**config.mk**
```make
export PLATFORM = sky130hd
export DESIGN_NAME = amm_csr_slave_flat
export DESIGN_NICKNAME = d
export VERILOG_FILES = /design/src/rtl/amm_csr_pkg.sv /design/src/rtl/amm_csr_slave_if.sv /design/src/rtl/sync_fifo_sa.sv /design/src/rtl/amm_csr_slave.sv /design/src/flat_wrapper.sv
export SDC_FILE = /design/constraint.sdc
export NUM_CORES = 1
export LEC_CHECK = 0
export CAP_MARGIN = 5
export CORE_UTILIZATION = 57
export DETAILED_ROUTE_END_ITERATION = 10
export GPL_ROUTABILITY_DRIVEN = 0
export PLACE_DENSITY_LB_ADDON = 0.3
export SYNTH_ARGS = -nofsm -noshare
export SYNTH_HDL_FRONTEND = slang
export SYNTH_SLANG_ARGS = --single-unit
```
**constraint.sdc**
```tcl
create_clock -name clk_i -period 5.8 [get_ports clk_i]
set_input_delay 0.87 -clock clk_i [delete_from_list [all_inputs] [get_ports clk_i]]
set_output_delay 0.87 -clock clk_i [all_outputs]
set_load 0.01 [all_outputs]
```
**src/rtl/amm_csr_pkg.sv**
```systemverilog
// Shared definitions for the Avalon-MM CSR slave that commands the SDRAM
// transfer master.
//   - ADDR_*  : word offsets of the eight registers on the slave port
//   - CTRL_*  : bit positions inside the CTRL register
//   - STAT_*  : bit positions inside the STATUS register
//   - ctrl_reg_t : the persistent (read/write) part of CTRL
//   - ctrl_readback / pack_status : build the 32-bit read images
package amm_csr_pkg;

  localparam logic [2:0] ADDR_CTRL      = 3'd0;
  localparam logic [2:0] ADDR_STATUS    = 3'd1;
  localparam logic [2:0] ADDR_WR_BASE   = 3'd2;
  localparam logic [2:0] ADDR_WR_LEN    = 3'd3;
  localparam logic [2:0] ADDR_RD_BASE   = 3'd4;
  localparam logic [2:0] ADDR_RD_LEN    = 3'd5;
  localparam logic [2:0] ADDR_FIFO_DATA = 3'd6;
  localparam logic [2:0] ADDR_DISPLAY   = 3'd7;

  localparam int CTRL_WR_GO    = 0;
  localparam int CTRL_RD_GO    = 1;
  localparam int CTRL_WR_FIXED = 2;
  localparam int CTRL_RD_FIXED = 3;
  localparam int CTRL_IRQ_EN   = 4;

  localparam int STAT_WR_BUSY   = 0;
  localparam int STAT_RD_BUSY   = 1;
  localparam int STAT_WR_DONE   = 2;
  localparam int STAT_RD_DONE   = 3;
  localparam int STAT_FIFO_FULL = 4;
  localparam int STAT_OVERFLOW  = 5;
  localparam int STAT_COUNT_LSB = 8;

  typedef struct packed {
    logic irq_en;
    logic rd_fixed;
    logic wr_fixed;
  } ctrl_reg_t;

  // The go bits are strobes and have no storage, so they always read as 0.
  function automatic logic [31:0] ctrl_readback(input ctrl_reg_t c);
    logic [31:0] w;
    w = '0;
    w[CTRL_WR_FIXED] = c.wr_fixed;
    w[CTRL_RD_FIXED] = c.rd_fixed;
    w[CTRL_IRQ_EN]   = c.irq_en;
    return w;
  endfunction

  function automatic logic [31:0] pack_status(
    input logic       wr_busy,
    input logic       rd_busy,
    input logic       wr_done,
    input logic       rd_done,
    input logic       fifo_full,
    input logic       overflow,
    input logic [7:0] count
  );
    logic [31:0] w;
    w = '0;
    w[STAT_WR_BUSY]   = wr_busy;
    w[STAT_RD_BUSY]   = rd_busy;
    w[STAT_WR_DONE]   = wr_done;
    w[STAT_RD_DONE]   = rd_done;
    w[STAT_FIFO_FULL] = fifo_full;
    w[STAT_OVERFLOW]  = overflow;
    w[STAT_COUNT_LSB +: 8] = count;
    return w;
  endfunction

endpackage

```
**src/rtl/amm_csr_slave_if.sv**
```systemverilog
// Avalon-MM slave bus bundle between the Qsys interconnect and the CSR block.
//   avs_address       word offset (8 registers)
//   avs_read/write    transfer strobes
//   avs_writedata     write data, avs_byteenable byte lanes
//   avs_readdata      registered read data, valid with avs_readdatavalid
//   avs_waitrequest   stall (only asserted while the slave is in reset)
// The slave modport is used by amm_csr_slave, master by the interconnect side.
interface amm_csr_slave_if #(
  parameter int DATAWIDTH = 32
);

  logic [2:0]             avs_address;
  logic                   avs_read;
  logic                   avs_write;
  logic [DATAWIDTH-1:0]   avs_writedata;
  logic [DATAWIDTH/8-1:0] avs_byteenable;
  logic [DATAWIDTH-1:0]   avs_readdata;
  logic                   avs_readdatavalid;
  logic                   avs_waitrequest;

  modport slave (
    input  avs_address, avs_read, avs_write, avs_writedata, avs_byteenable,
    output avs_readdata, avs_readdatavalid, avs_waitrequest
  );

  modport master (
    output avs_address, avs_read, avs_write, avs_writedata, avs_byteenable,
    input  avs_readdata, avs_readdatavalid, avs_waitrequest
  );

endinterface

```
**src/rtl/sync_fifo_sa.sv**
```systemverilog
// Single-clock show-ahead FIFO: the head word is presented on data_o without
// needing a pop, and a pop advances to the next word on the following cycle.
//   clk_i, reset_n_i   clock, synchronous active-low reset (empties the FIFO)
//   push_i, data_i     write strobe and word
//   pop_i              consume the head word
//   data_o             head word (0 while empty)
//   count_o            number of stored words
//   full_o, empty_o    occupancy flags
//   drop_o             a push was discarded this cycle because the FIFO was full
module sync_fifo_sa
  import amm_csr_pkg::*;
#(
  parameter int DATAWIDTH = 32,
  parameter int DEPTH     = 16
) (
  input  logic                       clk_i,
  input  logic                       reset_n_i,
  input  logic                       push_i,
  input  logic [DATAWIDTH-1:0]       data_i,
  input  logic                       pop_i,
  output logic [DATAWIDTH-1:0]       data_o,
  output logic [$clog2(DEPTH):0]     count_o,
  output logic                       full_o,
  output logic                       empty_o,
  output logic                       drop_o
);

  localparam int PTRW = $clog2(DEPTH);
  localparam int CNTW = PTRW + 1;

  logic [DATAWIDTH-1:0] mem_q [DEPTH];
  logic [PTRW-1:0]      wr_ptr_q, wr_ptr_d;
  logic [PTRW-1:0]      rd_ptr_q, rd_ptr_d;
  logic [CNTW-1:0]      count_q, count_d;
  logic                 do_push, do_pop;

  assign full_o  = (count_q == CNTW'(DEPTH));
  assign empty_o = (count_q == '0);
  assign count_o = count_q;
  assign data_o  = empty_o ? '0 : mem_q[rd_ptr_q];

  // A pop on an empty FIFO is ignored. A push into a full FIFO only lands
  // when a pop frees the head slot in the same cycle; otherwise it is dropped.
  assign do_pop  = pop_i & ~empty_o;
  assign do_push = push_i & (~full_o | do_pop);
  assign drop_o  = push_i & ~do_push;

  // Pointer and occupancy next-state; DEPTH is a power of two so the
  // pointers wrap by plain overflow.
  always_comb begin
    wr_ptr_d = wr_ptr_q;
    rd_ptr_d = rd_ptr_q;
    count_d  = count_q;
    if (do_push) begin
      wr_ptr_d = wr_ptr_q + PTRW'(1);
    end
    if (do_pop) begin
      rd_ptr_d = rd_ptr_q + PTRW'(1);
    end
    if (do_push && !do_pop) begin
      count_d = count_q + CNTW'(1);
    end else if (do_pop && !do_push) begin
      count_d = count_q - CNTW'(1);
    end
  end

  // Control state registers.
  always_ff @(posedge clk_i) begin
    if (!reset_n_i) begin
      wr_ptr_q <= '0;
      rd_ptr_q <= '0;
      count_q  <= '0;
    end else begin
      wr_ptr_q <= wr_ptr_d;
      rd_ptr_q <= rd_ptr_d;
      count_q  <= count_d;
    end
  end

  // Storage array; contents are never observable while empty, so no reset.
  always_ff @(posedge clk_i) begin
    if (do_push) begin
      mem_q[wr_ptr_q] <= data_i;
    end
  end

endmodule

```
**src/rtl/amm_csr_slave.sv**
```systemverilog
// Avalon-MM CSR slave through which the PCIe host commands the SDRAM transfer
// master: base/length registers, go pulses, sticky done/overflow status,
// a host-to-user data FIFO, the 7-segment display word and an interrupt.
//   clk_i, reset_n_i            clock, synchronous active-low reset
//   avs                         Avalon-MM slave port (amm_csr_slave_if.slave)
//   ctl_wr_go_o / ctl_rd_go_o   one-cycle start pulses to the transfer master
//   ctl_*_fixed_location_o      CTRL fixed-address bits
//   ctl_*_addr_base_o/length_o  transfer base and length registers
//   ctl_wr_done_i / ctl_rd_done_i completion pulses from the transfer master
//   usr_wr_buffer_i             pop strobe for the host-to-user FIFO
//   usr_wr_buffer_data_o        FIFO head word (show-ahead)
//   usr_wr_buffer_nonempty_o    FIFO holds at least one word
//   display_data_o              DISPLAY register
//   irq_o                       level interrupt
module amm_csr_slave
  import amm_csr_pkg::*;
#(
  parameter int ADDRESSWIDTH = 28,
  parameter int DATAWIDTH    = 32,
  parameter int FIFO_DEPTH   = 16
) (
  input  logic                    clk_i,
  input  logic                    reset_n_i,
  amm_csr_slave_if.slave          avs,
  output logic                    ctl_wr_go_o,
  output logic                    ctl_rd_go_o,
  output logic                    ctl_wr_fixed_location_o,
  output logic                    ctl_rd_fixed_location_o,
  output logic [ADDRESSWIDTH-1:0] ctl_wr_addr_base_o,
  output logic [ADDRESSWIDTH-1:0] ctl_wr_length_o,
  output logic [ADDRESSWIDTH-1:0] ctl_rd_addr_base_o,
  output logic [ADDRESSWIDTH-1:0] ctl_rd_length_o,
  input  logic                    ctl_wr_done_i,
  input  logic                    ctl_rd_done_i,
  input  logic                    usr_wr_buffer_i,
  output logic [DATAWIDTH-1:0]    usr_wr_buffer_data_o,
  output logic                    usr_wr_buffer_nonempty_o,
  output logic [31:0]             display_data_o,
  output logic                    irq_o
);

  localparam int CNTW = $clog2(FIFO_DEPTH) + 1;

  ctrl_reg_t             ctrl_q, ctrl_d;
  logic                  wr_busy_q, wr_busy_d, rd_busy_q, rd_busy_d;
  logic                  wr_done_q, wr_done_d, rd_done_q, rd_done_d;
  logic                  overflow_q, overflow_d;
  logic                  wr_go_q, wr_go_d, rd_go_q, rd_go_d;
  logic [ADDRESSWIDTH-1:0] wr_base_q, wr_base_d, wr_len_q, wr_len_d;
  logic [ADDRESSWIDTH-1:0] rd_base_q, rd_base_d, rd_len_q, rd_len_d;
  logic [31:0]           display_q, display_d;
  logic [DATAWIDTH-1:0]  readdata_q, readdata_d;
  logic                  readdatavalid_q, readdatavalid_d;
  logic                  waitrequest_q;

  logic                  wr_en, rd_en;
  logic [DATAWIDTH-1:0]  wdata;
  logic [DATAWIDTH-1:0]  reg_image;
  logic [DATAWIDTH-1:0]  merged;
  logic                  wr_start, wr_zero, rd_start, rd_zero;
  logic                  clr_wr_done, clr_rd_done, clr_overflow;
  logic                  fifo_push, fifo_full, fifo_empty, fifo_drop;
  logic [CNTW-1:0]       fifo_count;

  // Lanes with byteenable set take the new data; the rest keep the old value.
  function automatic logic [DATAWIDTH-1:0] be_merge(
    input logic [DATAWIDTH-1:0]   cur,
    input logic [DATAWIDTH-1:0]   nxt,
    input logic [DATAWIDTH/8-1:0] be
  );
    logic [DATAWIDTH-1:0] res;
    res = cur;
    for (int b = 0; b < DATAWIDTH/8; b++) begin
      if (be[b]) begin
        res[8*b +: 8] = nxt[8*b +: 8];
      end
    end
    return res;
  endfunction

  // Transfers are only accepted once waitrequest has dropped. A write wins
  // over a simultaneous read, and that read then gets no response.
  assign wr_en = avs.avs_write & ~waitrequest_q;
  assign rd_en = avs.avs_read & ~avs.avs_write & ~waitrequest_q;
  assign wdata = avs.avs_writedata;

  sync_fifo_sa #(
    .DATAWIDTH(DATAWIDTH),
    .DEPTH    (FIFO_DEPTH)
  ) u_fifo (
    .clk_i    (clk_i),
    .reset_n_i(reset_n_i),
    .push_i   (fifo_push),
    .data_i   (wdata),
    .pop_i    (usr_wr_buffer_i),
    .data_o   (usr_wr_buffer_data_o),
    .count_o  (fifo_count),
    .full_o   (fifo_full),
    .empty_o  (fifo_empty),
    .drop_o   (fifo_drop)
  );

  // Read image of the addressed register, built from current (pre-update)
  // state. It doubles as the "old value" for byteenable merges on writes.
  always_comb begin
    reg_image = '0;
    case (avs.avs_address)
      ADDR_CTRL:      reg_image = DATAWIDTH'(ctrl_readback(ctrl_q));
      ADDR_STATUS:    reg_image = DATAWIDTH'(pack_status(wr_busy_q, rd_busy_q,
                                    wr_done_q, rd_done_q, fifo_full,
                                    overflow_q, 8'(fifo_count)));
      ADDR_WR_BASE:   reg_image = DATAWIDTH'(wr_base_q);
      ADDR_WR_LEN:    reg_image = DATAWIDTH'(wr_len_q);
      ADDR_RD_BASE:   reg_image = DATAWIDTH'(rd_base_q);
      ADDR_RD_LEN:    reg_image = DATAWIDTH'(rd_len_q);
      ADDR_FIFO_DATA: reg_image = '0;
      ADDR_DISPLAY:   reg_image = DATAWIDTH'(display_q);
      default:        reg_image = '0;
    endcase
  end

  assign merged = be_merge(reg_image, wdata, avs.avs_byteenable);

  // Go requests: a zero length completes immediately without a pulse, and a
  // request while the channel is busy is dropped.
  assign wr_start = wr_en && (avs.avs_address == ADDR_CTRL) && wdata[CTRL_WR_GO]
                    && !wr_busy_q && (wr_len_q != '0);
  assign wr_zero  = wr_en && (avs.avs_address == ADDR_CTRL) && wdata[CTRL_WR_GO]
                    && !wr_busy_q && (wr_len_q == '0);
  assign rd_start = wr_en && (avs.avs_address == ADDR_CTRL) && wdata[CTRL_RD_GO]
                    && !rd_busy_q && (rd_len_q != '0);
  assign rd_zero  = wr_en && (avs.avs_address == ADDR_CTRL) && wdata[CTRL_RD_GO]
                    && !rd_busy_q && (rd_len_q == '0);

  assign clr_wr_done  = wr_en && (avs.avs_address == ADDR_STATUS) && wdata[STAT_WR_DONE];
  assign clr_rd_done  = wr_en && (avs.avs_address == ADDR_STATUS) && wdata[STAT_RD_DONE];
  assign clr_overflow = wr_en && (avs.avs_address == ADDR_STATUS) && wdata[STAT_OVERFLOW];
  assign fifo_push    = wr_en && (avs.avs_address == ADDR_FIFO_DATA);

  // Register next-state. Sticky bits are cleared first and then set, so a
  // completion or overflow in the same cycle as its W1C is never lost.
  // Transfer registers are frozen while their channel is busy.
  always_comb begin
    ctrl_d     = ctrl_q;
    wr_base_d  = wr_base_q;
    wr_len_d   = wr_len_q;
    rd_base_d  = rd_base_q;
    rd_len_d   = rd_len_q;
    display_d  = display_q;
    wr_busy_d  = wr_busy_q;
    rd_busy_d  = rd_busy_q;
    wr_done_d  = wr_done_q;
    rd_done_d  = rd_done_q;
    overflow_d = overflow_q;
    wr_go_d    = wr_start;
    rd_go_d    = rd_start;

    if (wr_en) begin
      case (avs.avs_address)
        ADDR_CTRL: begin
          ctrl_d.wr_fixed = wdata[CTRL_WR_FIXED];
          ctrl_d.rd_fixed = wdata[CTRL_RD_FIXED];
          ctrl_d.irq_en   = wdata[CTRL_IRQ_EN];
        end
        ADDR_WR_BASE: if (!wr_busy_q) wr_base_d = ADDRESSWIDTH'(merged);
        ADDR_WR_LEN:  if (!wr_busy_q) wr_len_d  = ADDRESSWIDTH'(merged);
        ADDR_RD_BASE: if (!rd_busy_q) rd_base_d = ADDRESSWIDTH'(merged);
        ADDR_RD_LEN:  if (!rd_busy_q) rd_len_d  = ADDRESSWIDTH'(merged);
        ADDR_DISPLAY: display_d = 32'(merged);
        default: ;
      endcase
    end

    if (ctl_wr_done_i) wr_busy_d = 1'b0;
    if (wr_start)      wr_busy_d = 1'b1;
    if (ctl_rd_done_i) rd_busy_d = 1'b0;
    if (rd_start)      rd_busy_d = 1'b1;

    if (clr_wr_done)             wr_done_d  = 1'b0;
    if (ctl_wr_done_i || wr_zero) wr_done_d  = 1'b1;
    if (clr_rd_done)             rd_done_d  = 1'b0;
    if (ctl_rd_done_i || rd_zero) rd_done_d  = 1'b1;
    if (clr_overflow)            overflow_d = 1'b0;
    if (fifo_drop)               overflow_d = 1'b1;
  end

  // Read response path: one cycle of latency, data zeroed when idle.
  always_comb begin
    readdatavalid_d = rd_en;
    readdata_d      = rd_en ? reg_image : '0;
  end

  // State registers. waitrequest is held high through reset and drops on the
  // first clock edge that sees reset_n released.
  always_ff @(posedge clk_i) begin
    if (!reset_n_i) begin
      ctrl_q          <= '0;
      wr_base_q       <= '0;
      wr_len_q        <= '0;
      rd_base_q       <= '0;
      rd_len_q        <= '0;
      display_q       <= '0;
      wr_busy_q       <= 1'b0;
      rd_busy_q       <= 1'b0;
      wr_done_q       <= 1'b0;
      rd_done_q       <= 1'b0;
      overflow_q      <= 1'b0;
      wr_go_q         <= 1'b0;
      rd_go_q         <= 1'b0;
      readdata_q      <= '0;
      readdatavalid_q <= 1'b0;
      waitrequest_q   <= 1'b1;
    end else begin
      ctrl_q          <= ctrl_d;
      wr_base_q       <= wr_base_d;
      wr_len_q        <= wr_len_d;
      rd_base_q       <= rd_base_d;
      rd_len_q        <= rd_len_d;
      display_q       <= display_d;
      wr_busy_q       <= wr_busy_d;
      rd_busy_q       <= rd_busy_d;
      wr_done_q       <= wr_done_d;
      rd_done_q       <= rd_done_d;
      overflow_q      <= overflow_d;
      wr_go_q         <= wr_go_d;
      rd_go_q         <= rd_go_d;
      readdata_q      <= readdata_d;
      readdatavalid_q <= readdatavalid_d;
      waitrequest_q   <= 1'b0;
    end
  end

  assign avs.avs_readdata      = readdata_q;
  assign avs.avs_readdatavalid = readdatavalid_q;
  assign avs.avs_waitrequest   = waitrequest_q;

  assign ctl_wr_go_o             = wr_go_q;
  assign ctl_rd_go_o             = rd_go_q;
  assign ctl_wr_fixed_location_o = ctrl_q.wr_fixed;
  assign ctl_rd_fixed_location_o = ctrl_q.rd_fixed;
  assign ctl_wr_addr_base_o      = wr_base_q;
  assign ctl_wr_length_o         = wr_len_q;
  assign ctl_rd_addr_base_o      = rd_base_q;
  assign ctl_rd_length_o         = rd_len_q;
  assign usr_wr_buffer_nonempty_o = ~fifo_empty;
  assign display_data_o          = display_q;
  assign irq_o = ctrl_q.irq_en & (wr_done_q | rd_done_q | overflow_q);

endmodule
```
**src/flat_wrapper.sv**
```systemverilog
// flat-port wrapper written by rule: the top's interface ports become plain ports
module amm_csr_slave_flat import amm_csr_pkg::*;
#(
  parameter int ADDRESSWIDTH = 28,
  parameter int DATAWIDTH    = 32,
  parameter int FIFO_DEPTH   = 16
)
  (clk_i, reset_n_i, ctl_wr_go_o, ctl_rd_go_o, ctl_wr_fixed_location_o, ctl_rd_fixed_location_o, ctl_wr_addr_base_o, ctl_wr_length_o, ctl_rd_addr_base_o, ctl_rd_length_o, ctl_wr_done_i, ctl_rd_done_i, usr_wr_buffer_i, usr_wr_buffer_data_o, usr_wr_buffer_nonempty_o, display_data_o, irq_o, avs_avs_address, avs_avs_read, avs_avs_write, avs_avs_writedata, avs_avs_byteenable, avs_avs_readdata, avs_avs_readdatavalid, avs_avs_waitrequest);
  amm_csr_slave_if #(.DATAWIDTH(DATAWIDTH)) avs_i ();
  input  logic clk_i;
  input  logic reset_n_i;
  output logic ctl_wr_go_o;
  output logic ctl_rd_go_o;
  output logic ctl_wr_fixed_location_o;
  output logic ctl_rd_fixed_location_o;
  output logic [ADDRESSWIDTH-1:0] ctl_wr_addr_base_o;
  output logic [ADDRESSWIDTH-1:0] ctl_wr_length_o;
  output logic [ADDRESSWIDTH-1:0] ctl_rd_addr_base_o;
  output logic [ADDRESSWIDTH-1:0] ctl_rd_length_o;
  input  logic ctl_wr_done_i;
  input  logic ctl_rd_done_i;
  input  logic usr_wr_buffer_i;
  output logic [DATAWIDTH-1:0] usr_wr_buffer_data_o;
  output logic usr_wr_buffer_nonempty_o;
  output logic [31:0] display_data_o;
  output logic irq_o;
  input wire logic [$bits(avs_i.avs_address)-1:0] avs_avs_address;
  input wire logic [$bits(avs_i.avs_read)-1:0] avs_avs_read;
  input wire logic [$bits(avs_i.avs_write)-1:0] avs_avs_write;
  input wire logic [$bits(avs_i.avs_writedata)-1:0] avs_avs_writedata;
  input wire logic [$bits(avs_i.avs_byteenable)-1:0] avs_avs_byteenable;
  output wire logic [$bits(avs_i.avs_readdata)-1:0] avs_avs_readdata;
  output wire logic [$bits(avs_i.avs_readdatavalid)-1:0] avs_avs_readdatavalid;
  output wire logic [$bits(avs_i.avs_waitrequest)-1:0] avs_avs_waitrequest;
  assign avs_i.avs_address = avs_avs_address;
  assign avs_i.avs_read = avs_avs_read;
  assign avs_i.avs_write = avs_avs_write;
  assign avs_i.avs_writedata = avs_avs_writedata;
  assign avs_i.avs_byteenable = avs_avs_byteenable;
  assign avs_avs_readdata = avs_i.avs_readdata;
  assign avs_avs_readdatavalid = avs_i.avs_readdatavalid;
  assign avs_avs_waitrequest = avs_i.avs_waitrequest;
  amm_csr_slave #(.ADDRESSWIDTH(ADDRESSWIDTH), .DATAWIDTH(DATAWIDTH), .FIFO_DEPTH(FIFO_DEPTH)) u_core (.clk_i(clk_i), .reset_n_i(reset_n_i), .avs(avs_i), .ctl_wr_go_o(ctl_wr_go_o), .ctl_rd_go_o(ctl_rd_go_o), .ctl_wr_fixed_location_o(ctl_wr_fixed_location_o), .ctl_rd_fixed_location_o(ctl_rd_fixed_location_o), .ctl_wr_addr_base_o(ctl_wr_addr_base_o), .ctl_wr_length_o(ctl_wr_length_o), .ctl_rd_addr_base_o(ctl_rd_addr_base_o), .ctl_rd_length_o(ctl_rd_length_o), .ctl_wr_done_i(ctl_wr_done_i), .ctl_rd_done_i(ctl_rd_done_i), .usr_wr_buffer_i(usr_wr_buffer_i), .usr_wr_buffer_data_o(usr_wr_buffer_data_o), .usr_wr_buffer_nonempty_o(usr_wr_buffer_nonempty_o), .display_data_o(display_data_o), .irq_o(irq_o));
endmodule
```
[Word level (Yosys, flattened, before mapping)]
Memory sizes are Yosys's and may differ from the RTL's. A register that Yosys moved wholly into a read port is not among the register bits.
Cells that the tools add are included.
Storage, ports and cells
  memories kept: 1
  input port bits: 46
  memory bits (writable): 512
  register bits after elaboration: 201
  output and inout bits: 216
  logic and storage cells: 115
Operators by class
  reductions and logical operators: 41
  multiplexer cells: 23
  bitwise gates (word level): 17
  equality and inequality tests: 8
  $add $sub $neg: 4
Memory list
  u_core.u_fifo.mem_q: words 16, width 32, rd ports 1, clocked after Yosys merged registers in 1, wr ports 1, line sync_fifo_sa.sv:31  | logic [DATAWIDTH-1:0] mem_q [DEPTH];
Operator list (number)
  $pmux W32 S8: 1
  $logic_not A28 Y1: 2
  $reduce_bool A28 Y1: 2
  $mux W32: 1
  $mux W8: 4
  $logic_and A1 B1 Y1: 16
  $mux W1: 13
  $eq A3 B3 Y1 const B: 4
  $reduce_and A3 Y1: 4
  $reduce_bool A2 Y1: 6
  $mux W5: 2
  $add A4 B1 Y4 const B: 2
  $mux W4: 2
  $and A1 B1 Y1: 7
  $not A1 Y1: 7
  $eq A3 B2 Y1 const B: 2
  $reduce_and A2 Y1: 3
  $add A5 B1 Y5 const B: 1
  $eq A5 B5 Y1 const B: 1
  $logic_not A5 Y1: 1
  $sub A5 B1 Y5 const B: 1
  $logic_not A1 Y1: 4
  $eq A3 B1 Y1 const B: 1
  $logic_not A3 Y1: 1
  2 further kinds: 5

[Depth between registers and ports, before layout]
Gate-level depths: netlist (run 1).
  word-level depth: 9
  gate-level depth with buffers: 12
  mapped depth without buffers: 10

[Modules after synthesis]
A second synthesis (run 1) with hierarchy kept.
Unflattened totals
  cell total of the unflattened synthesis: 1771
  area total of the unflattened synthesis: 28671.2 um^2
By module, submodules not included
  sync_fifo_sa: sequential area each 15715.1 um^2, times used 1, cells each 895, area an instance 20468.4 um^2
  amm_csr_slave: sequential area each 3763.6 um^2, times used 1, cells each 876, area an instance 8202.9 um^2

[Worst setup path before layout (run 1)]
No wires, ideal clock.
  kind: input -> register
  start: in avs_avs_address[2]
  end: mem u_core.u_fifo.mem_q[0][0] (enable)
  arrival time: 3.941 ns
  stages on the path: 7
  path buffers: 2
  setup time: 0.461 ns
  required time: 5.339 ns
  setup slack: 1.398 ns
  cells stage by stage: buf_2 and3b_1 clkbuf_1 o211ai_2 inv_2 nand2_1 nor3_1
Between the ends
  cells in the longest elaborated chain, start to end: 5
Ends and longest elaborated chain
  start: declaration: line flat_wrapper.sv:27  | input wire logic [$bits(avs_i.avs_address)-1:0] avs_avs_address;
  $eq A3 B3 Y1: line amm_csr_slave.sv:138  | assign fifo_push = wr_en && (avs.avs_address == ADDR_FIFO_DATA);
  $logic_and A1 B1 Y1: line amm_csr_slave.sv:138
  $and A1 B1 Y1: line sync_fifo_sa.sv:45  | assign do_push = push_i & (~full_o | do_pop);
  via u_core.u_fifo.do_push: line sync_fifo_sa.sv:35  | logic do_push, do_pop;
  $mux W1: line sync_fifo_sa.sv:82  | if (do_push) begin
  $mux W1 (not written as such): line sync_fifo_sa.sv:83  | mem_q[wr_ptr_q] <= data_i;
  end: declaration: line sync_fifo_sa.sv:31
The timed path passes the listed nets, and every way through them passes these cells.

[Worst setup path in the final report (run 1)]
  start: reg u_core.u_fifo.count_q[0], in the netlist u_core.u_fifo.count_o[0]
  end: out usr_wr_buffer_data_o[5]
Between the ends
  cells in the longest elaborated chain, start to end: 2
Ends and longest elaborated chain
  start: declaration: line sync_fifo_sa.sv:34  | logic [CNTW-1:0] count_q, count_d;
  start signal: assignment: line sync_fifo_sa.sv:76  | count_q <= count_d;
  $logic_not A5 Y1: line sync_fifo_sa.sv:38  | assign empty_o = (count_q == '0);
  $mux W32: line sync_fifo_sa.sv:40  | assign data_o = empty_o ? '0 : mem_q[rd_ptr_q];
  end: declaration: line flat_wrapper.sv:23  | output logic [DATAWIDTH-1:0] usr_wr_buffer_data_o;
Every way passes these cells.

==> flow_metrics.env, run 1 <==
export IMPL_clk_pin_slew_ns=0.06
export IMPL_clock_power_share_pct=37.4
export IMPL_drc=0
export IMPL_io_buffers=261
export IMPL_synth_edff_count=512
export IMPL_intPower_uw=8910
export IMPL_clock_path_buffers=3
export IMPL_grt_pass1_vias=18300
export IMPL_synth_top_area_cell="edfxtp_1"
export IMPL_ys_ff_latch=717
export IMPL_die_area_sq_um=51000
export IMPL_wl_per_cell_microns=28.3
export IMPL_die_x_microns=226
export IMPL_setup_tns_ns=0
export IMPL_cp_arrival_ns=3.60
export IMPL_drt_initial_drc_count=2068
export IMPL_drt_pass1_iter_count=6
export IMPL_synth_top_area_share_pct=53.9
export IMPL_power_frac_comb_pct=14.8
export IMPL_finalCriticalPeriod_ns=4.47
export IMPL_dpl_cell_count=2639
export IMPL_ant_nets=0
export IMPL_hold_path_class="reg2reg"
export IMPL_hold_viol=0
export IMPL_final_max_slew_viol_count=0
export IMPL_cp_required_ns=4.93
export IMPL_final_common_cell="edfxtp_1"
export IMPL_nNetsFinal=2104
export IMPL_cts_root_buf="clkbuf_16"
export IMPL_syn_area_per_cell_sq_um=15.8
export IMPL_yosysSeqAreaShare_pct=68.3
export IMPL_leakage_uw=0.0106
export IMPL_async_reset_ff_share_pct=0
export IMPL_antenna_found_initial=3
export IMPL_io_pins=262
export IMPL_start_kind="register"
export IMPL_syn_inst=1807
export IMPL_fp_dieH_microns=226
export IMPL_tightest_slew_ns=1.23
export IMPL_critPathKind="reg2out"
export IMPL_grt_pass1_wl_microns=116000
export IMPL_relSlewSlack_pct=18.0
export IMPL_cts_sinks=717
export IMPL_num_vias=18200
export IMPL_power_density_nw_per_um2=347
export IMPL_multiInputGateArea_sq_um=8510
export IMPL_tritoncts="built"
export IMPL_cts_setup_buffers=0
export IMPL_end_kind="output pin"
export IMPL_netlist_area_sq_um=28500
export IMPL_finalNonFillerCells=2763
export IMPL_cap_violations=0
export IMPL_syn_nets=1863
export IMPL_num_fill_cells=3171
export IMPL_regArea_sq_um=19500
export IMPL_numCtsBuffers=71
export IMPL_path_max_fanout=32
export IMPL_synth_warnings=0
export IMPL_wirelength_microns=78200
export IMPL_yosys_top_cells_area="edfxtp_1 (54%), dfxtp_1 (14%), mux4_2 (10%), mux2i_1 (3.9%), nand3_1 (2.6%)"
export IMPL_hold_buffers=0
export IMPL_status="complete, no violations"
export IMPL_setup_violations=0
export IMPL_core_area_sq_um=49200
export IMPL_period_share_pct=77.0
export IMPL_clk_latency_ns=0.61
export IMPL_dpl_hpwl_microns=47600
export IMPL_netSwitchingFraction_pct=24.5
export IMPL_initial_core_util_pct=58.1
export IMPL_antenna_cells=0
export IMPL_synth_cell_type_count=71
export IMPL_via_per_inst=6.59
export IMPL_row_count=81
export IMPL_grt_usage_pct=31.2
export IMPL_fin_skew_ns=0.0272
export IMPL_netSwitchingPower_uw=2890
export IMPL_drive_above_1_share_pct=15.7
export IMPL_overflow=0
export IMPL_vdd_ir_drop_worst_mv=0.222
export IMPL_cts_resized=0
export IMPL_seq_power_share_pct=47.7
export IMPL_fmax_ghz=0.224
export IMPL_htree_levels=3
export IMPL_grt_max_degree=64
export IMPL_syn_to_final_growth_pct=19.1
export IMPL_synthFlopType="edfxtp_1"
export IMPL_mostFrequentLayoutCells="edfxtp_1 (512), clkdlybuf4s50_1 (257), dfxtp_1 (202), nand3_1 (147), mux4_2 (128)"
export IMPL_rsz0062_at_grt="no"
==> worst max-delay path, stage by stage (launching register included) <==
cell	delay (ns)
dfxtp_1	0.36
or4_1	0.73
or2_4	0.33
nand2_2	0.70
o22ai_1	0.29
clkdlybuf4s50_1	0.56
==> metrics by stage <==
| step | setup slack [ns] | power [uW] | area (sq um) | util [%] | hold WS, ns |
|---|---|---|---|---|---|
| finish | 1.33 | 11800 | 34000 | 69.1 | 0.483 |
| global route | 1.16 | 12200 | 34000 | 69.1 | 0.505 |
| CTS | 1.26 | 11900 | 34000 | 69.1 | 0.485 |
| detailed placement | 1.86 | 7500 | 31800 | 64.7 | 0.478 |
| global placement | 1.89 | 7470 | 31800 | 64.7 | 0.469 |
| floorplan | 1.40 | 6830 | 28500 | - | 0.477 |
==> cell families (layout without fill, tap and decap cells) <==
group	Yosys count	in the layout	synth area share [%]
xor+xnor	6	6	0.184
flops	717	717	68.3
mux	241	241	14.1
buf+inv	142	434	2.32
compound gates	326	326	7.84
fa+ha+maj	10	10	0.465
simple gates	365	365	6.84
==> registers in the layout, indices dropped and copies added (netlist names), 4 cells and up, named ones only <==
| register | flops |
|---|---|
| u_core.avs.avs_readdata | 32 |
| u_core.ctl_rd_addr_base_o | 28 |
| u_core.ctl_rd_length_o | 28 |
| u_core.ctl_wr_addr_base_o | 28 |
| u_core.ctl_wr_length_o | 28 |
| u_core.display_data_o | 32 |
| u_core.u_fifo.count_o | 5 |
| u_core.u_fifo.mem_q | 512 |
| u_core.u_fifo.rd_ptr_q | 4 |
| u_core.u_fifo.wr_ptr_q | 4 |
==> layer usage <==
layer | global-route usage [%] | vias to the layer above | share of wire, %
met5 | 0 | - | 0.014
met4 | 12.6 | 2 | 3.6
met3 | 6.18 | 196 | 10
met2 | 50.1 | 1147 | 49
met1 | 41.9 | 9186 | 38
li1 | - | 7673 | -
==> layout make-up <==
type                       count  area share [%]
tap                          664            2.44
clock inverter                37           0.957
clock buffer                  87            5.50
sequential                   717            57.4
inverter                      12           0.133
multi-input combinational    948            25.0
timing repair buffer         298            8.57
==> worst paths after layout <==
path,depth (start not counted),from,end,slack [ns]
max reg2reg,10,u_core.u_fifo.count_o[0],u_core.u_fifo.count_o[4],2.71
min,2,u_core.display_data_o[30],u_core.display_data_o[30],0.48
max,5,u_core.u_fifo.count_o[0],usr_wr_buffer_data_o[5],1.33
min reg2reg,2,u_core.display_data_o[30],u_core.display_data_o[30],0.48
==> power by group through the flow <==
stage,Combinational (uW),Sequential (uW),Clock (uW)
detailed placement,1750,5750,0
CTS,1770,5640,4440
finish,1750,5640,4420
floorplan,1170,5660,0
global route,1860,5650,4660
global placement,1720,5750,0
==> cell usage after synthesis (26+ instances only) <==
cell type,count
dfxtp_1,205
clkbuf_1,70
o21ai_0,91
o31ai_1,66
nor2_1,80
nand3_1,148
nand3b_1,26
a21oi_1,41
buf_2,32
o22ai_1,39
edfxtp_1,512
mux4_2,128
mux2i_1,110
Power figures use the tool's default switching activity.
==> run 2: changes to the inputs <==
--- a/config.mk
+++ b/config.mk
@@ -6,7 +6,7 @@
 export NUM_CORES = 1
 export LEC_CHECK = 0
 export CAP_MARGIN = 5
-export CORE_UTILIZATION = 57
+export CORE_UTILIZATION = 52
 export DETAILED_ROUTE_END_ITERATION = 10
 export GPL_ROUTABILITY_DRIVEN = 0
 export PLACE_DENSITY_LB_ADDON = 0.3
==> constraint.sdc (replaced) <==
create_clock -name clk_i -period 3.85 [get_ports clk_i]
set_input_delay 0.5775 -clock clk_i [delete_from_list [all_inputs] [get_ports clk_i]]
set_output_delay 0.5775 -clock clk_i [all_outputs]
set_load 0.01 [all_outputs]
==> flow_metrics.env, run 2 (synthesized netlist as in run 1, its figures left out) <==
export IMPL_status="complete, no violations"
export IMPL_place_area_sq_um=32200
export IMPL_fp_dieH_microns=236
export IMPL_antenna_found_initial=7
export IMPL_tightest_slew_ns=0.929
export IMPL_setup_slack_ns=0.159
export IMPL_clock_path_buffers=3
export IMPL_cp_startpoint="u_core.u_fifo.count_o[0]"
export IMPL_start_kind="register"
export IMPL_nNetsFinal=2131
export IMPL_grt_pass1_vias=17900
export IMPL_ant_nets=0
export IMPL_via_per_inst=6.30
export IMPL_io_pins=262
export IMPL_dpl_cell_count=2696
export IMPL_r2r_start="u_core.u_fifo.count_o[0]"
export IMPL_num_vias=17800
export IMPL_fin_skew_ns=0.0172
export IMPL_rsz0062_at_grt="no"
export IMPL_hold_viol=0
export IMPL_wl_met2_microns=37500
export IMPL_grt_usage_pct=27.8
export IMPL_wl_met1_microns=30500
export IMPL_dp_slack_ns=0.541
export IMPL_setup_violations=0
export IMPL_die_x_microns=236
export IMPL_vdd_ir_drop_worst_mv=0.344
export IMPL_drt_initial_drc_count=1906
export IMPL_intPower_uw=13800
export IMPL_leakage_uw=0.0108
export IMPL_numCtsBuffers=73
export IMPL_dpl_hpwl_microns=47600
export IMPL_cp_arrival_ns=3.11
export IMPL_die_area_sq_um=55800
export IMPL_clock_power_share_pct=38.2
export IMPL_fmax_ghz=0.271
export IMPL_final_common_cell="edfxtp_1"
export IMPL_drt_pass1_iter_count=5
export IMPL_power_frac_comb_pct=15.2
export IMPL_cp_endpoint="usr_wr_buffer_data_o[2]"
export IMPL_reg2reg_depth=10
export IMPL_netSwitchingFraction_pct=24.0
export IMPL_period_share_pct=95.9
export IMPL_final_core_util_pct=64.0
export IMPL_row_count=85
export IMPL_htree_levels=3
export IMPL_power_density_nw_per_um2=524
export IMPL_cap_violations=0
export IMPL_finalCriticalPeriod_ns=3.69
export IMPL_hold_path_class="reg2reg"
export IMPL_syn_to_final_growth_pct=21.2
export IMPL_drive_above_1_share_pct=16.9
export IMPL_core_area_sq_um=54000
export IMPL_clk_pin_slew_ns=0.06
export IMPL_top_register="u_core.u_fifo.mem_q"
export IMPL_wl_per_cell_microns=27.3
export IMPL_path_max_fanout=14
export IMPL_reg2reg_to="u_core.u_fifo.count_o[4]"
export IMPL_mostFrequentLayoutCells="edfxtp_1 (512), clkdlybuf4s50_1 (257), dfxtp_1 (202), nand3_1 (147), mux4_2 (128)"
export IMPL_relSlewSlack_pct=37.4
export IMPL_drc=0
export IMPL_initial_core_util_pct=52.8
export IMPL_cts_sinks=717
export IMPL_io_buffers=261
export IMPL_cp_required_ns=3.27
export IMPL_fin_area_sq_um=34600
export IMPL_largest_reg_flops=512
export IMPL_clk_latency_ns=0.60
export IMPL_grt_pass1_wl_microns=115000
export IMPL_cts_root_buf="clkbuf_16"
export IMPL_setup_tns_ns=0
export IMPL_r2r_setup_slack_ns=0.89
export IMPL_overflow=0
export IMPL_wirelength_microns=77000
export IMPL_final_max_slew_viol_count=0
export IMPL_hold_buffers=0
export IMPL_finalNonFillerCells=2824
export IMPL_tritoncts="built"
export IMPL_seq_power_share_pct=46.6
export IMPL_top_layer_used="met5"
export IMPL_end_kind="output pin"
export IMPL_grt_max_degree=114
export IMPL_critPathKind="reg2out"
export IMPL_netSwitchingPower_uw=4340
export IMPL_wl_met3_microns=6820
## run 2: changes by cell type in the layout (fill, tap and decap cells not counted), sizes merged
cell	previous run	this run
buf	41	66
clkinv	23	24
diode	0	4
clkbuf	87	92
clkinvlp	6	0
## run 2: worst max-delay path, cell delays in order, from the launching register on
cell,delay (ns)
dfxtp_1,0.37
or4_4,0.64
or2_4,0.29
nand2_2,0.31
buf_4,0.28
o22ai_1,0.09
clkdlybuf4s50_1,0.51
## run 2: routing by layer
| layer | global-route usage, % | up-vias |
|---|---|---|
| met5 | 0 | - |
| met3 | 6.20 | 149 |
| li1 | - | 7734 |
| met2 | 45.1 | 868 |
| met1 | 37.3 | 9038 |
| met4 | 9.35 | 2 |
## run 2: cell type report
type	count	area, sq um
diodes	4	10.0
clock buffers	92	2030
clock inverters	32	284
fillers	3799	19500
inverters	12	45.0
multi-input cells	948	8540
flip-flops and latches	717	19500
well taps	696	871
repair buffers	323	3300
## run 2: timing repair
| item | 4_1_cts | 5_1_grt |
|---|---|---|
| endpoints found under the setup margin | 9 | 0 |
| endpoints found under the hold margin | 0 | 0 |
| buffers inserted | 0 | 0 |
| resized for setup | 1 | 0 |
## run 2: how the worst min path moves through the flow
stage | start | end | slack (ns) | cells after the start
floorplan | u_core.overflow_q | u_core.overflow_q | 0.48 | 2
global placement | u_core.display_data_o[30] | u_core.display_data_o[30] | 0.47 | 2
detailed placement | u_core.display_data_o[30] | u_core.display_data_o[30] | 0.48 | 2
CTS | u_core.display_data_o[30] | u_core.display_data_o[30] | 0.48 | 2
global route | u_core.display_data_o[30] | u_core.display_data_o[30] | 0.50 | 2
finish | u_core.display_data_o[30] | u_core.display_data_o[30] | 0.48 | 2
## run 2: stage by stage
stage / power (uW) / hold WS [ns]
after global placement: 11300 / 0.470
after floorplan: 10300 / 0.477
after detailed placement: 11400 / 0.476
after CTS: 18200 / 0.484
after global routing: 18700 / 0.500
final: 18100 / 0.481
## run 2: power by group through the flow
stage | clock network (uW) | logic [uW] | registers, uW
4_1_cts | 6980 | 2790 | 8440
6_report | 6910 | 2750 | 8440
3_5_place_dp | 0 | 2770 | 8610
5_1_grt | 7290 | 2940 | 8450
2_1_floorplan | 0 | 1770 | 8520
3_3_place_gp | 0 | 2730 | 8600
==> run 3: changes to the inputs <==
--- a/config.mk
+++ b/config.mk
@@ -5,8 +5,8 @@
 export SDC_FILE = /design/constraint.sdc
 export NUM_CORES = 1
 export LEC_CHECK = 0
-export CAP_MARGIN = 5
-export CORE_UTILIZATION = 52
+export CAP_MARGIN = 20
+export CORE_UTILIZATION = 50
 export DETAILED_ROUTE_END_ITERATION = 10
 export GPL_ROUTABILITY_DRIVEN = 0
 export PLACE_DENSITY_LB_ADDON = 0.3
==> constraint.sdc (replaced) <==
create_clock -name clk_i -period 4.4 [get_ports clk_i]
set_input_delay 0.66 -clock clk_i [delete_from_list [all_inputs] [get_ports clk_i]]
set_output_delay 0.66 -clock clk_i [all_outputs]
set_load 0.01 [all_outputs]
==> flow_metrics.env, run 3 (synthesized netlist as in run 1, its figures left out) <==
export IMPL_grt_pass1_wl_microns=116000
export IMPL_die_x_microns=241
export IMPL_numCtsBuffers=72
export IMPL_io_pins=262
export IMPL_drt_pass1_iter_count=6
export IMPL_fmax_ghz=0.239
export IMPL_start_kind="register"
export IMPL_wirelength_microns=78000
export IMPL_min_from="u_core.ctl_wr_addr_base_o[0]"
export IMPL_wl_met2_microns=37300
export IMPL_num_vias=17900
export IMPL_period_share_pct=95.2
export IMPL_top_layer_used="met5"
export IMPL_via_per_inst=6.24
export IMPL_row_count=87
export IMPL_relSlewSlack_pct=26.5
export IMPL_tritoncts="built"
export IMPL_syn_to_final_growth_pct=20.1
export IMPL_wl_met1_microns=31000
export IMPL_wl_per_cell_microns=27.2
export IMPL_hold_viol=0
export IMPL_drc=0
export IMPL_cts_sinks=717
export IMPL_tightest_slew_ns=1.09
export IMPL_power_density_nw_per_um2=456
export IMPL_cp_arrival_ns=3.53
export IMPL_hold_buffers=0
export IMPL_reg2reg_to="u_core.u_fifo.count_o[4]"
export IMPL_dp_slack_ns=0.809
export IMPL_antenna_found_initial=7
export IMPL_cap_violations=0
export IMPL_cts_root_buf="clkbuf_16"
export IMPL_largest_reg_flops=512
export IMPL_rsz0062_at_grt="no"
export IMPL_hold_path_class="reg2reg"
export IMPL_r2r_start="u_core.u_fifo.count_o[0]"
export IMPL_cts_setup_buffers=0
export IMPL_clock_path_buffers=3
export IMPL_setup_tns_ns=0
export IMPL_reg2reg_depth=10
export IMPL_cts_resized=0
export IMPL_htree_levels=3
export IMPL_drt_initial_drc_count=1826
export IMPL_overflow=0
export IMPL_core_area_sq_um=56400
export IMPL_num_fill_cells=4241
export IMPL_cp_required_ns=3.74
export IMPL_nNetsFinal=2111
export IMPL_fin_skew_ns=0.0186
export IMPL_io_buffers=261
export IMPL_grt_max_degree=83
export IMPL_end_kind="output pin"
export IMPL_top_register="u_core.u_fifo.mem_q"
export IMPL_dpl_hpwl_microns=47900
export IMPL_min_to="u_core.ctl_wr_addr_base_o[0]"
export IMPL_fp_dieH_microns=241
export IMPL_final_max_slew_viol_count=0
export IMPL_path_max_fanout=23
export IMPL_leakage_uw=0.0107
export IMPL_initial_core_util_pct=50.6
export IMPL_clk_pin_slew_ns=0.06
export IMPL_grt_usage_pct=27.3
export IMPL_ant_nets=0
export IMPL_wl_met3_microns=7290
export IMPL_die_area_sq_um=58000
export IMPL_status="complete, no violations"
export IMPL_setup_slack_ns=0.210
export IMPL_finalCriticalPeriod_ns=4.19
export IMPL_mostFrequentLayoutCells="edfxtp_1 (512), clkdlybuf4s50_1 (257), dfxtp_1 (202), nand3_1 (147), mux4_2 (128)"
export IMPL_final_common_cell="edfxtp_1"
export IMPL_clk_latency_ns=0.60
export IMPL_r2r_setup_slack_ns=1.27
export IMPL_critPathKind="reg2out"
export IMPL_setup_violations=0
export IMPL_vdd_ir_drop_worst_mv=0.299
export IMPL_drive_above_1_share_pct=16.0
export IMPL_antenna_cells=0
export IMPL_grt_pass1_vias=18100
export IMPL_hold_depth=2
[run 3: cell count changes in the layout (fill, tap and decap cells not counted), sizes merged]
cell      delta
buf         -19
diode        -4
clkbuf       +1
clkinv       +4
bufinv       -2
clkinvlp     +6
inv          -1
[run 3: critical path: stages (launching register included)]
cell	delay, ns
dfxtp_1	0.37
or4_1	0.73
or2_4	0.33
nand2b_2	0.56
buf_4	0.32
o22ai_1	0.10
clkdlybuf4s50_1	0.50
[run 3: area by class of cell]
cell class                 instances  area, sq um  share of cell area (%)
clock buffer                      93         1980                    5.77
multi-input combinational        948         8510                    24.8
tap                              756          946                    2.76
inverter                          12         45.0                   0.131
sequential                       717        19500                    56.9
clock inverter                    39          278                   0.811
timing repair buffer             304         3020                    8.82
[run 3: layer usage]
layer / GRT usage (%) / up-vias
met2: 43.6 / 867
met5: 0 / -
li1: - / 7702
met3: 6.59 / 157
met4: 10.0 / 8
met1: 36.6 / 9165
[run 3: stage by stage]
stage	cells	hold WS [ns]	power [uW]	util, %	cell area (sq um)
5_1_grt	2869	0.507	16100	60.8	34300
6_report	2869	0.489	15600	60.8	34300
4_1_cts	2869	0.490	15700	60.8	34300
3_5_place_dp	2737	0.480	9900	56.8	32000
2_1_floorplan	1807	0.477	9000	-	28500
3_3_place_gp	2737	0.470	9860	56.8	32000
[run 3: worst max path at each step]
stage	startpoint	end	slack [ns]	depth (start not counted)
after floorplan	avs_avs_address[2]	u_core.u_fifo.mem_q[0][0]	0.21	7
after global placement	u_core.u_fifo.count_o[0]	usr_wr_buffer_data_o[13]	0.87	6
after detailed placement	u_core.u_fifo.count_o[0]	usr_wr_buffer_data_o[13]	0.81	6
after CTS	u_core.u_fifo.count_o[0]	usr_wr_buffer_data_o[13]	0.16	6
after global routing	u_core.u_fifo.count_o[0]	usr_wr_buffer_data_o[13]	0.07	6
final	u_core.u_fifo.count_o[0]	usr_wr_buffer_data_o[13]	0.21	6
[run 3: power by group]
part / internal (uW) / switching [uW] / total (uW)
clock network: 3360 / 2520 / 5880
logic: 1160 / 1190 / 2350
registers: 7270 / 109 / 7380
total: 11800 / 3820 / 15600
